File: src/rtl/seg_display_arbiter_if.sv
// -----------------------------------------------------------------------------
// seg_display_arbiter_if
// Purpose : bundles the requester-side and display-side signals of the
//           seven-segment display arbiter into one connection.
// Signals :
//   req          N_REQ        level request per requester
//   req_num      16*N_REQ     value of requester i at [16*i+15:16*i]
//   grant        N_REQ        one-hot owner, all-zero when idle
//   owner_id     $clog2(N_REQ) index of current owner (0 when idle)
//   busy         1            an owner is granted
//   num_out      16           registered value for the display driver
//   switch_pulse 1            one-cycle pulse on every grant change
// Modports:
//   master : requester/display side (drives req, req_num)
//   slave  : arbiter side (drives grant, owner_id, busy, num_out, switch_pulse)
// -----------------------------------------------------------------------------
interface seg_display_arbiter_if #(
  parameter int N_REQ = 4
);
  localparam int ID_W = $clog2(N_REQ);

  logic [N_REQ-1:0]    req;
  logic [16*N_REQ-1:0] req_num;
  logic [N_REQ-1:0]    grant;
  logic [ID_W-1:0]     owner_id;
  logic                busy;
  logic [15:0]         num_out;
  logic                switch_pulse;

  modport master (
    output req, req_num,
    input  grant, owner_id, busy, num_out, switch_pulse
  );

  modport slave (
    input  req, req_num,
    output grant, owner_id, busy, num_out, switch_pulse
  );
endinterface

File: src/rtl/seg_display_arbiter.sv
// -----------------------------------------------------------------------------
// seg_display_arbiter
// Purpose : shares one 4-digit seven-segment display between N_REQ requesters.
//           Round-robin ownership with a minimum dwell of HOLD_CYCLES so every
//           value stays readable; the owner's value is forwarded to num_out
//           every cycle (one cycle of lag).
// Parameters:
//   N_REQ        number of requesters, 2..8
//   HOLD_CYCLES  minimum owner dwell in clk cycles, >= 2
//   IDLE_VALUE   num_out value while nobody owns the display
// Ports:
//   clk    in  system clock, rising edge
//   rst_n  in  asynchronous active-low reset
//   bus    slave modport of seg_display_arbiter_if (req, req_num in;
//          grant, owner_id, busy, num_out, switch_pulse out)
// Optional feature:
//   SEG_ARB_PREEMPT_EN  when defined, requester 0 is urgent and takes the
//                       display from any other owner at the next edge,
//                       ignoring the dwell counter.
// -----------------------------------------------------------------------------
module seg_display_arbiter #(
  parameter int          N_REQ       = 4,
  parameter int          HOLD_CYCLES = 100_000_000,
  parameter logic [15:0] IDLE_VALUE  = 16'h0000
) (
  input  logic                 clk,
  input  logic                 rst_n,
  seg_display_arbiter_if.slave bus
);

  localparam int ID_W  = $clog2(N_REQ);
  localparam int SUM_W = ID_W + 1;
  localparam int CNT_W = $clog2(HOLD_CYCLES);
  localparam logic [CNT_W-1:0] HOLD_LAST = CNT_W'(HOLD_CYCLES - 1);
  localparam logic [ID_W-1:0]  LAST_ID   = ID_W'(N_REQ - 1);
  localparam logic [SUM_W-1:0] N_SUM     = SUM_W'(N_REQ);

  typedef enum logic [1:0] {
    ST_IDLE,
    ST_HOLD,
    ST_OPEN
  } state_t;

  state_t            r_state;
  logic [N_REQ-1:0]  r_grant;
  logic [ID_W-1:0]   r_owner_id;
  logic              r_busy;
  logic [15:0]       r_num_out;
  logic              r_switch_pulse;
  logic [CNT_W-1:0]  r_hold_cnt;
  logic [ID_W-1:0]   r_rr_ptr;

  logic [15:0]       w_req_num [N_REQ];
  logic [N_REQ-1:0]  w_cand;
  logic [N_REQ-1:0]  w_rot;
  logic [ID_W-1:0]   w_rot_idx [N_REQ];
  logic [ID_W-1:0]   w_off;
  logic              w_found;
  logic [ID_W-1:0]   w_win;
  logic [ID_W-1:0]   w_win_next;
  logic              w_owner_req;
  logic              w_dwell_done;
  logic              w_take;
  logic              w_drop;
  logic [ID_W-1:0]   w_take_idx;
  logic [ID_W-1:0]   w_take_ptr;
  logic [N_REQ-1:0]  w_take_grant;

  // The current owner never competes against itself: in IDLE r_grant is zero,
  // and on release the owner's req is already low.
  assign w_cand = bus.req & ~r_grant;

  // Rotate the candidate vector so position 0 is the requester at rr_ptr.
  for (genvar gi = 0; gi < N_REQ; gi++) begin : g_rot
    logic [SUM_W-1:0] w_sum;
    assign w_sum          = {1'b0, r_rr_ptr} + SUM_W'(gi);
    assign w_rot_idx[gi]  = (w_sum >= N_SUM) ? ID_W'(w_sum - N_SUM) : ID_W'(w_sum);
    assign w_rot[gi]      = w_cand[w_rot_idx[gi]];
    assign w_req_num[gi]  = bus.req_num[16*gi +: 16];
  end

  // First set bit of the rotated vector = round-robin winner.
  always_comb begin
    w_off = '0;
    for (int k = N_REQ - 1; k >= 0; k--) begin
      if (w_rot[k]) w_off = ID_W'(k);
    end
  end

  assign w_found    = |w_rot;
  assign w_win      = w_rot_idx[w_off];
  assign w_win_next = (w_win == LAST_ID) ? '0 : w_win + 1'b1;

  assign w_owner_req = |(bus.req & r_grant);

  // The last HOLD cycle already behaves like OPEN, so a waiting requester
  // takes over exactly HOLD_CYCLES cycles after the grant edge.
  assign w_dwell_done = (r_state == ST_OPEN) ||
                        ((r_state == ST_HOLD) && (r_hold_cnt == HOLD_LAST));

  always_comb begin
    w_take     = 1'b0;
    w_drop     = 1'b0;
    w_take_idx = w_win;
    w_take_ptr = w_win_next;
    if (r_state == ST_IDLE) begin
      w_take = w_found;
    end else if (!w_owner_req) begin
      // Release overrides the dwell.
      w_take = w_found;
      w_drop = !w_found;
    end else if (w_dwell_done) begin
      w_take = w_found;
    end
`ifdef SEG_ARB_PREEMPT_EN
    if ((r_state != ST_IDLE) && (r_owner_id != '0) && bus.req[0]) begin
      w_take     = 1'b1;
      w_drop     = 1'b0;
      w_take_idx = '0;
      w_take_ptr = ID_W'(1);
    end
`endif
  end

  assign w_take_grant = {{(N_REQ-1){1'b0}}, 1'b1} << w_take_idx;

  always_ff @(posedge clk or negedge rst_n) begin
    if (!rst_n) begin
      r_state        <= ST_IDLE;
      r_grant        <= '0;
      r_owner_id     <= '0;
      r_busy         <= 1'b0;
      r_num_out      <= IDLE_VALUE;
      r_switch_pulse <= 1'b0;
      r_hold_cnt     <= '0;
      r_rr_ptr       <= '0;
    end else if (w_take) begin
      // Every take moves the grant to a different requester.
      r_state        <= ST_HOLD;
      r_grant        <= w_take_grant;
      r_owner_id     <= w_take_idx;
      r_busy         <= 1'b1;
      r_num_out      <= w_req_num[w_take_idx];
      r_switch_pulse <= 1'b1;
      r_hold_cnt     <= '0;
      r_rr_ptr       <= w_take_ptr;
    end else if (w_drop) begin
      r_state        <= ST_IDLE;
      r_grant        <= '0;
      r_owner_id     <= '0;
      r_busy         <= 1'b0;
      r_num_out      <= IDLE_VALUE;
      r_switch_pulse <= 1'b1;
      r_hold_cnt     <= '0;
    end else begin
      r_switch_pulse <= 1'b0;
      if (r_state != ST_IDLE) begin
        r_num_out <= w_req_num[r_owner_id];
      end
      // Counter stops at HOLD_LAST, so it can never wrap.
      if (r_state == ST_HOLD) begin
        if (r_hold_cnt == HOLD_LAST) begin
          r_state <= ST_OPEN;
        end else begin
          r_hold_cnt <= r_hold_cnt + 1'b1;
        end
      end
    end
  end

  assign bus.grant        = r_grant;
  assign bus.owner_id     = r_owner_id;
  assign bus.busy         = r_busy;
  assign bus.num_out      = r_num_out;
  assign bus.switch_pulse = r_switch_pulse;

endmodule

File: src/flat_wrapper.sv
// flat-port wrapper written by rule: the top's interface ports become plain ports
module seg_display_arbiter_flat 
#(
  parameter int          N_REQ       = 4,
  parameter int          HOLD_CYCLES = 100_000_000,
  parameter logic [15:0] IDLE_VALUE  = 16'h0000
)
  (clk, rst_n, bus_req, bus_req_num, bus_grant, bus_owner_id, bus_busy, bus_num_out, bus_switch_pulse);
  seg_display_arbiter_if #(.N_REQ(N_REQ)) bus_i ();
  input  logic clk;
  input  logic rst_n;
  input wire logic [$bits(bus_i.req)-1:0] bus_req;
  input wire logic [$bits(bus_i.req_num)-1:0] bus_req_num;
  output wire logic [$bits(bus_i.grant)-1:0] bus_grant;
  output wire logic [$bits(bus_i.owner_id)-1:0] bus_owner_id;
  output wire logic [$bits(bus_i.busy)-1:0] bus_busy;
  output wire logic [$bits(bus_i.num_out)-1:0] bus_num_out;
  output wire logic [$bits(bus_i.switch_pulse)-1:0] bus_switch_pulse;
  assign bus_i.req = bus_req;
  assign bus_i.req_num = bus_req_num;
  assign bus_grant = bus_i.grant;
  assign bus_owner_id = bus_i.owner_id;
  assign bus_busy = bus_i.busy;
  assign bus_num_out = bus_i.num_out;
  assign bus_switch_pulse = bus_i.switch_pulse;
  seg_display_arbiter #(.N_REQ(N_REQ), .HOLD_CYCLES(HOLD_CYCLES), .IDLE_VALUE(IDLE_VALUE)) u_core (.clk(clk), .rst_n(rst_n), .bus(bus_i));
endmodule
File: config.mk
export PLATFORM = sky130hd
export DESIGN_NAME = seg_display_arbiter_flat
export DESIGN_NICKNAME = d
export VERILOG_FILES = /design/src/rtl/seg_display_arbiter_if.sv /design/src/rtl/seg_display_arbiter.sv /design/src/flat_wrapper.sv
export SDC_FILE = /design/constraint.sdc
export NUM_CORES = 1
export LEC_CHECK = 0
export CORE_UTILIZATION = 55
export DETAILED_ROUTE_END_ITERATION = 6
export GPL_TIMING_DRIVEN = 0
export PLACE_DENSITY = 0.93
export SLEW_MARGIN = 10
export SYNTH_ARGS = -nofsm -noshare
export SYNTH_HDL_FRONTEND = slang
export SYNTH_SLANG_ARGS = --single-unit
File: constraint.sdc
create_clock -name clk -period 5.95 [get_ports clk]
set_input_delay 0.8925 -clock clk [delete_from_list [all_inputs] [get_ports clk]]
set_output_delay 0.8925 -clock clk [all_outputs]
set_load 0.02 [all_outputs]
# Yosys cells after proc, flatten, opt, wreduce, memory -nomap -nowiden
# Index checks and enable logic that the tools add are counted.
[totals]
wordCells = 103
ff_bits = 55
in_bits = 70
output_inout_bits = 24
[op_classes]
n_shift = 1
bitwise = 6
add_sub_neg = 9
n_reduce_logical = 13
n_mux = 50
magnitude_cmp = 11
eq_ne = 5
[ops]
columns = ["op", "n"]
rows = [
  ["$mux 16", 7],
  ["$mux 27", 4],
  ["$bmux 16 s2", 2],
  ["$mux 2", 17],
  ["$add 27x1->27 const B", 1],
  ["$eq 27x27->1 const B", 1],
  ["$ge 3x3->1 const B", 6],
  ["$mux 1", 13],
  ["$lt 2x3->1 const B", 4],
  ["$not 2->3", 3],
  ["$reduce_bool 3->1", 3],
  ["$and 4x4->4", 2],
  ["$bmux 1 s2", 4],
  ["$mux 4", 2],
  ["$reduce_or 4->1", 2],
  ["$sub 2x1->2 const B", 4],
  ["$add 2x2->3 const B", 2],
  ["$bmux 2 s2", 1],
  ["$eq 2x2->1 const B", 2],
  ["$not 4->4", 1],
  ["$reduce_and 2->1", 2],
  ["$reduce_bool 2->1", 2],
  ["$shl 1x2->4 const A", 1],
  ["$add 2x1->3 const B", 1],
  ["8 further kinds", 8],
]

# Logic depth before layout (Yosys ltp)
[logic_depth]
word_depth = 18
mapped_depth = 10
depth_no_buf = 8

# Worst setup path before layout
# Ideal clock, no wire load.
[synth_path]
path_kind = "in2reg"
start = "input port bus_req[3]"
end = "register u_core.r_num_out[0] (netlist: u_core.bus.num_out[0])"
required_time_ps = 5868
stages = 8
path_buffers = 1
setup_slack_ps = 3248
arrival_time_ps = 2620
setup_time_ps = 82
path_cell_list = "nor2b_1 -> nor3b_1 -> o31ai_2 -> inv_2 -> nor3_4 -> buf_6 -> o21ai_0 -> a31oi_1"
[synth_between]
elab_chain_cells = 16
word_cells_on_any_way = 33
cone_classes = "25 x mux; 4 x bitwise; 4 x reduce/logical"
[synth_rtl]
columns = ["element", "line", "text"]
rows = [
  ["from (decl)", "flat_wrapper.sv:12", "input wire logic [$bits(bus_i.req)-1:0] bus_req;"],
  ["$and 4x4->4", "seg_display_arbiter.sv:71", "assign w_cand = bus.req & ~r_grant;"],
  ["$bmux 1 s2", "seg_display_arbiter.sv:78", "assign w_rot[gi] = w_cand[w_rot_idx[gi]];"],
  ["$mux 1 (not written as such)", "seg_display_arbiter.sv:78", ""],
  ["$mux 2 (4 in series)", "seg_display_arbiter.sv:86", "if (w_rot[k]) w_off = ID_W'(k);"],
  ["$not 2->3 (not written as such)", "seg_display_arbiter.sv:91", "assign w_win = w_rot_idx[w_off];"],
  ["$bmux 2 s2", "seg_display_arbiter.sv:91", ""],
  ["$mux 2 (not written as such) (2 in series)", "seg_display_arbiter.sv:91", ""],
  ["$not 2->3 (not written as such)", "seg_display_arbiter.sv:143", "r_num_out <= w_req_num[w_take_idx];"],
  ["$bmux 16 s2", "seg_display_arbiter.sv:143", ""],
  ["$mux 16 (not written as such) (2 in series)", "seg_display_arbiter.sv:143", ""],
  ["$mux 16", "seg_display_arbiter.sv:137", "end else if (w_take) begin"],
  ["to (signal assigned)", "seg_display_arbiter.sv:143", ""],
  ["to (signal assigned)", "seg_display_arbiter.sv:158", "r_num_out <= w_req_num[r_owner_id];"],
  ["to (decl)", "seg_display_arbiter.sv:48", "logic [15:0] r_num_out;"],
]
# Parallel ways exist; a longest one is shown, timed or not. The select of a mux whose other input is x is not followed.
# A chain may end at the register's enable or synchronous reset.

# Final worst setup path
[layout_path]
start = "input port bus_req[3]"
end = "register u_core.r_num_out[14] (netlist: u_core.bus.num_out[14])"
# The elaborated chain is that of the path after synthesis.

==> impl_metrics.csv <==
group,metric,value,unit
synthesis,synth_warnings,0,
global_route,grtUsageTotal,32.1,%
timing,slew_violations,0,
synthesis,synth_fp_nets,521,
power_and_ir_drop,switching_share,43.8,%
setup_path,r2r_setup_slack,3060,ps
floorplan,start_util,57.7,%
synthesis,ys_ff_latch,55,
clock_network,ctsRootBufferMaster,"clkbuf_8",
final_layout,num-fill-cells,509,
timing,setup_tns,0,ps
synthesis,syn_inst,446,
routing,drc_errors,0,
timing,skew,11.3,ps
routing,drt_iter0_drc,273,
synthesis,synth.avg_cell_area,8.94,µm²
hold_path,worst_hold_path.endpoint,"u_core.bus.num_out[2]",
clock_network,post_cts_buffers,0,
final_layout,diodes,0,
setup_path,critPathKind,"in2reg",
setup_path,path_max_fanout,10,
routing,antenna_left,0,
floorplan,fp.coreArea,0.00691,mm²
power_and_ir_drop,ir_worst_vdd,0.000295,V
synthesis,yosysTopAreaCellShare,34.5,%
place,dpl.hpwl,9160,µm
synthesis,ys_seq_area_share,34.5,%
outcome,status,"complete, no violations",
synthesis,synth_cell_types,58,
power_and_ir_drop,p_seq_share,27.1,%
power_and_ir_drop,internal-power,1.15,mW
place,gp_congestion,0.908,
final_layout,syn_to_final_growth,29.7,%
setup_path,start_kind,"primary input",
timing,tightest_slew,962,ps
clock_network,clock_latency,320,ps
setup_path,timing.rr.start,"u_core.r_hold_cnt[10]",
power_and_ir_drop,power.density,395,mW/mm²
synthesis,synth_area_leaders,"dfrtp_1 (35%), mux4_2 (9.0%), o21ai_0 (6.2%), a21boi_0 (5.3%), nor2_1 (4.5%)",
clock_network,h-tree-depth,2,
global_route,grt_max_degree,31,
floorplan,die_h,87.1,µm
routing,dr.pass1.iters,5,
clock_network,cts_resized,0,
global_route,overflow,0,
place,placed_area,0.00505,mm²
power_and_ir_drop,clkPwrFrac,13.0,%
run,maxCapViolations,0,
setup_path,r2r.worst_path.cells,6,
clock_network,cts_inserted_buffers,5,
setup_path,required,6180,ps
timing,setup_ws,2470,ps
place,port_buffers,93,
hold_path,hold_depth,1,
synthesis,synth_area,0.00399,mm²
clock_network,path_clk_slew,110,ps
final_layout,final_cell_area,0.00517,mm²
setup_path,end_kind,"flip-flop",
timing,hold_viol,0,
power_and_ir_drop,power,2.04,mW
floorplan,ios,94,
floorplan,die_w,87.1,µm
power_and_ir_drop,p_sw,0.895,mW
routing,viasPerCell,6.39,
final_layout,drive_gt1_share,8.39,%
hold_path,hold_path_startpoint,"u_core.bus.num_out[2]",
clock_network,cts_tree,"done",
global_route,grt_first_pass_wirelength,19000,µm
timing,setup_viol,0,
synthesis,async_flop_share,100,%
timing,rsz0062_at_grt,"no",
setup_path,r2r_end,"u_core.r_hold_cnt[24]",
timing,fin_crit,3480,ps
synthesis,yosysTopAreaCell,"dfrtp_1",
timing,period_share,58.5,%
clock_network,cts_hold_buf,0,
power_and_ir_drop,combPwrFrac,60.0,%
timing,relSlewSlack,35.3,%
final_layout,nets,622,
global_route,antenna_found_initial,0,
global_route,grt_pass1_vias,4011,
hold_path,hp-class,"reg2reg",
setup_path,crit_arrival,3710,ps
setup_path,cp-startpoint,"bus_req[3]",
floorplan,die_area,0.00759,mm²
routing,vias,4117,
timing,max_freq,288,MHz
synthesis,ys.flop_type,"dfrtp_1",
clock_network,ctsLongestPathBuffers,2,
floorplan,num_rows,30,
clock_network,clock_sinks,55,
routing,wl_per_cell,18.2,µm
place,pre_cts_slack,2220,ps
routing,wl,11700,µm
synthesis,synth_edf_count,0,
power_and_ir_drop,p_leak,2.02,nW
-- layout by cell type (no fill, tap or decap), types with 2 or more instances in the layout --
cell type and count:
a21boi_0 28, a21oi_1 9, a221o_1 2, a31oi_1 14, and2_1 2, and3_1 28
buf_1 2, buf_2 7, buf_6 2, clkbuf_1 20, clkbuf_8 6, clkdlybuf4s50_1 92
dfrtp_1 55, ha_1 5, inv_1 6, mux2i_1 7, mux4_2 16, nand2_1 31
nand2b_1 6, nand3_1 14, nand4_1 6, nor2_1 48, nor2b_1 3, nor3_1 14
nor3_4 2, nor3b_1 4, nor4_1 6, o21a_1 2, o21ai_0 49, o31a_1 2
o31ai_1 2, or2_0 2, or3_1 6, or4_1 3, xnor2_1 19
-- per-stage QoR --
| stage | util (%) | std cells | hold slack [ps] |
|---|---|---|---|
| after floorplan | - | 446 | 478 |
| after global placement | 72.9 | 635 | 507 |
| after detailed placement | 73.1 | 636 | 521 |
| after CTS | 74.8 | 644 | 542 |
| after global routing | 74.8 | 644 | 550 |
| final | 74.8 | 644 | 545 |
-- synthesized netlist by cell type, types with 7 or more instances --
| cell | count |
|---|---|
| dfrtp_1 | 55 |
| o21ai_0 | 49 |
| a21oi_1 | 9 |
| a31oi_1 | 14 |
| a21boi_0 | 28 |
| nor3_1 | 14 |
| nand3_1 | 14 |
| xnor2_1 | 19 |
| clkbuf_1 | 20 |
| nor2_1 | 48 |
| nand2_1 | 31 |
| mux2i_1 | 7 |
| mux4_2 | 16 |
| and3_1 | 28 |
-- power by group through the flow --
| stage | combinational, mW | sequential, mW | clock [mW] |
|---|---|---|---|
| CTS | 1.21 | 0.550 | 0.264 |
| global placement | 1.16 | 0.550 | 0 |
| detailed placement | 1.20 | 0.555 | 0 |
| finish | 1.23 | 0.553 | 0.265 |
| floorplan | 0.708 | 0.624 | 0 |
| global route | 1.32 | 0.561 | 0.282 |
-- worst max-delay path by stage --
| stage | endpoint | slack (ps) | cells after the start |
|---|---|---|---|
| finish | u_core.bus.num_out[14] | 2470 | 9 |
| detailed placement | u_core.bus.num_out[14] | 2220 | 9 |
| global placement | u_core.bus.num_out[11] | 2360 | 1 |
| floorplan | u_core.bus.num_out[0] | 3250 | 8 |
| CTS | u_core.bus.num_out[14] | 2540 | 9 |
| global route | u_core.bus.num_out[15] | 2360 | 9 |
-- kinds of logic (layout without fill, tap and decap cells) --
family,count (synthesis),after routing,share of synthesized area (%)
AND/OR/NAND/NOR,184,184,24.7
flip-flops,55,55,34.5
XOR/XNOR,20,20,4.40
adder cells (fa/ha/maj),5,5,1.57
buffers and inverters,38,140,4.14
AO/OA/AOI/OAI,121,121,19.8
multiplexers,23,23,10.8
-- registers in the layout, indices dropped and copies added, names as in the netlist --
signal / cells
u_core.bus.owner_id: 2
u_core.bus.grant: 4
u_core.bus.busy: 1
u_core.bus.switch_pulse: 1
u_core.bus.num_out: 16
u_core.r_state: 2
u_core.r_hold_cnt: 27
u_core.r_rr_ptr: 2
-- layer usage --
metal,global-route usage (%),part of all wire (%),up-vias
li1,-,-,1849
met2,54.3,49,278
met5,0,0,-
met4,13.6,2.7,0
met1,40.7,38,1948
met3,5.69,9.3,42
-- critical path, cell delays in order --
cell	delay (ps)
clkdlybuf4s50_1	520
nor2b_1	340
nor3b_1	110
o31ai_2	800
inv_2	160
nor3_4	350
buf_6	180
o21ai_0	130
a31oi_1	210
-- area by class of cell --
type                            count  area (µm²)  area share, %
Clock inverter                      2        35.0          0.678
Buffer                             30         135           2.61
Multi-Input combinational cell    353        2440           47.3
Tap cell                           96         120           2.32
Sequential cell                    55        1380           26.6
Inverter                            8        30.0          0.581
Timing Repair Buffer               94         946           18.3
Clock buffer                        6        82.6           1.60
(Power assumes the default switching activity.)
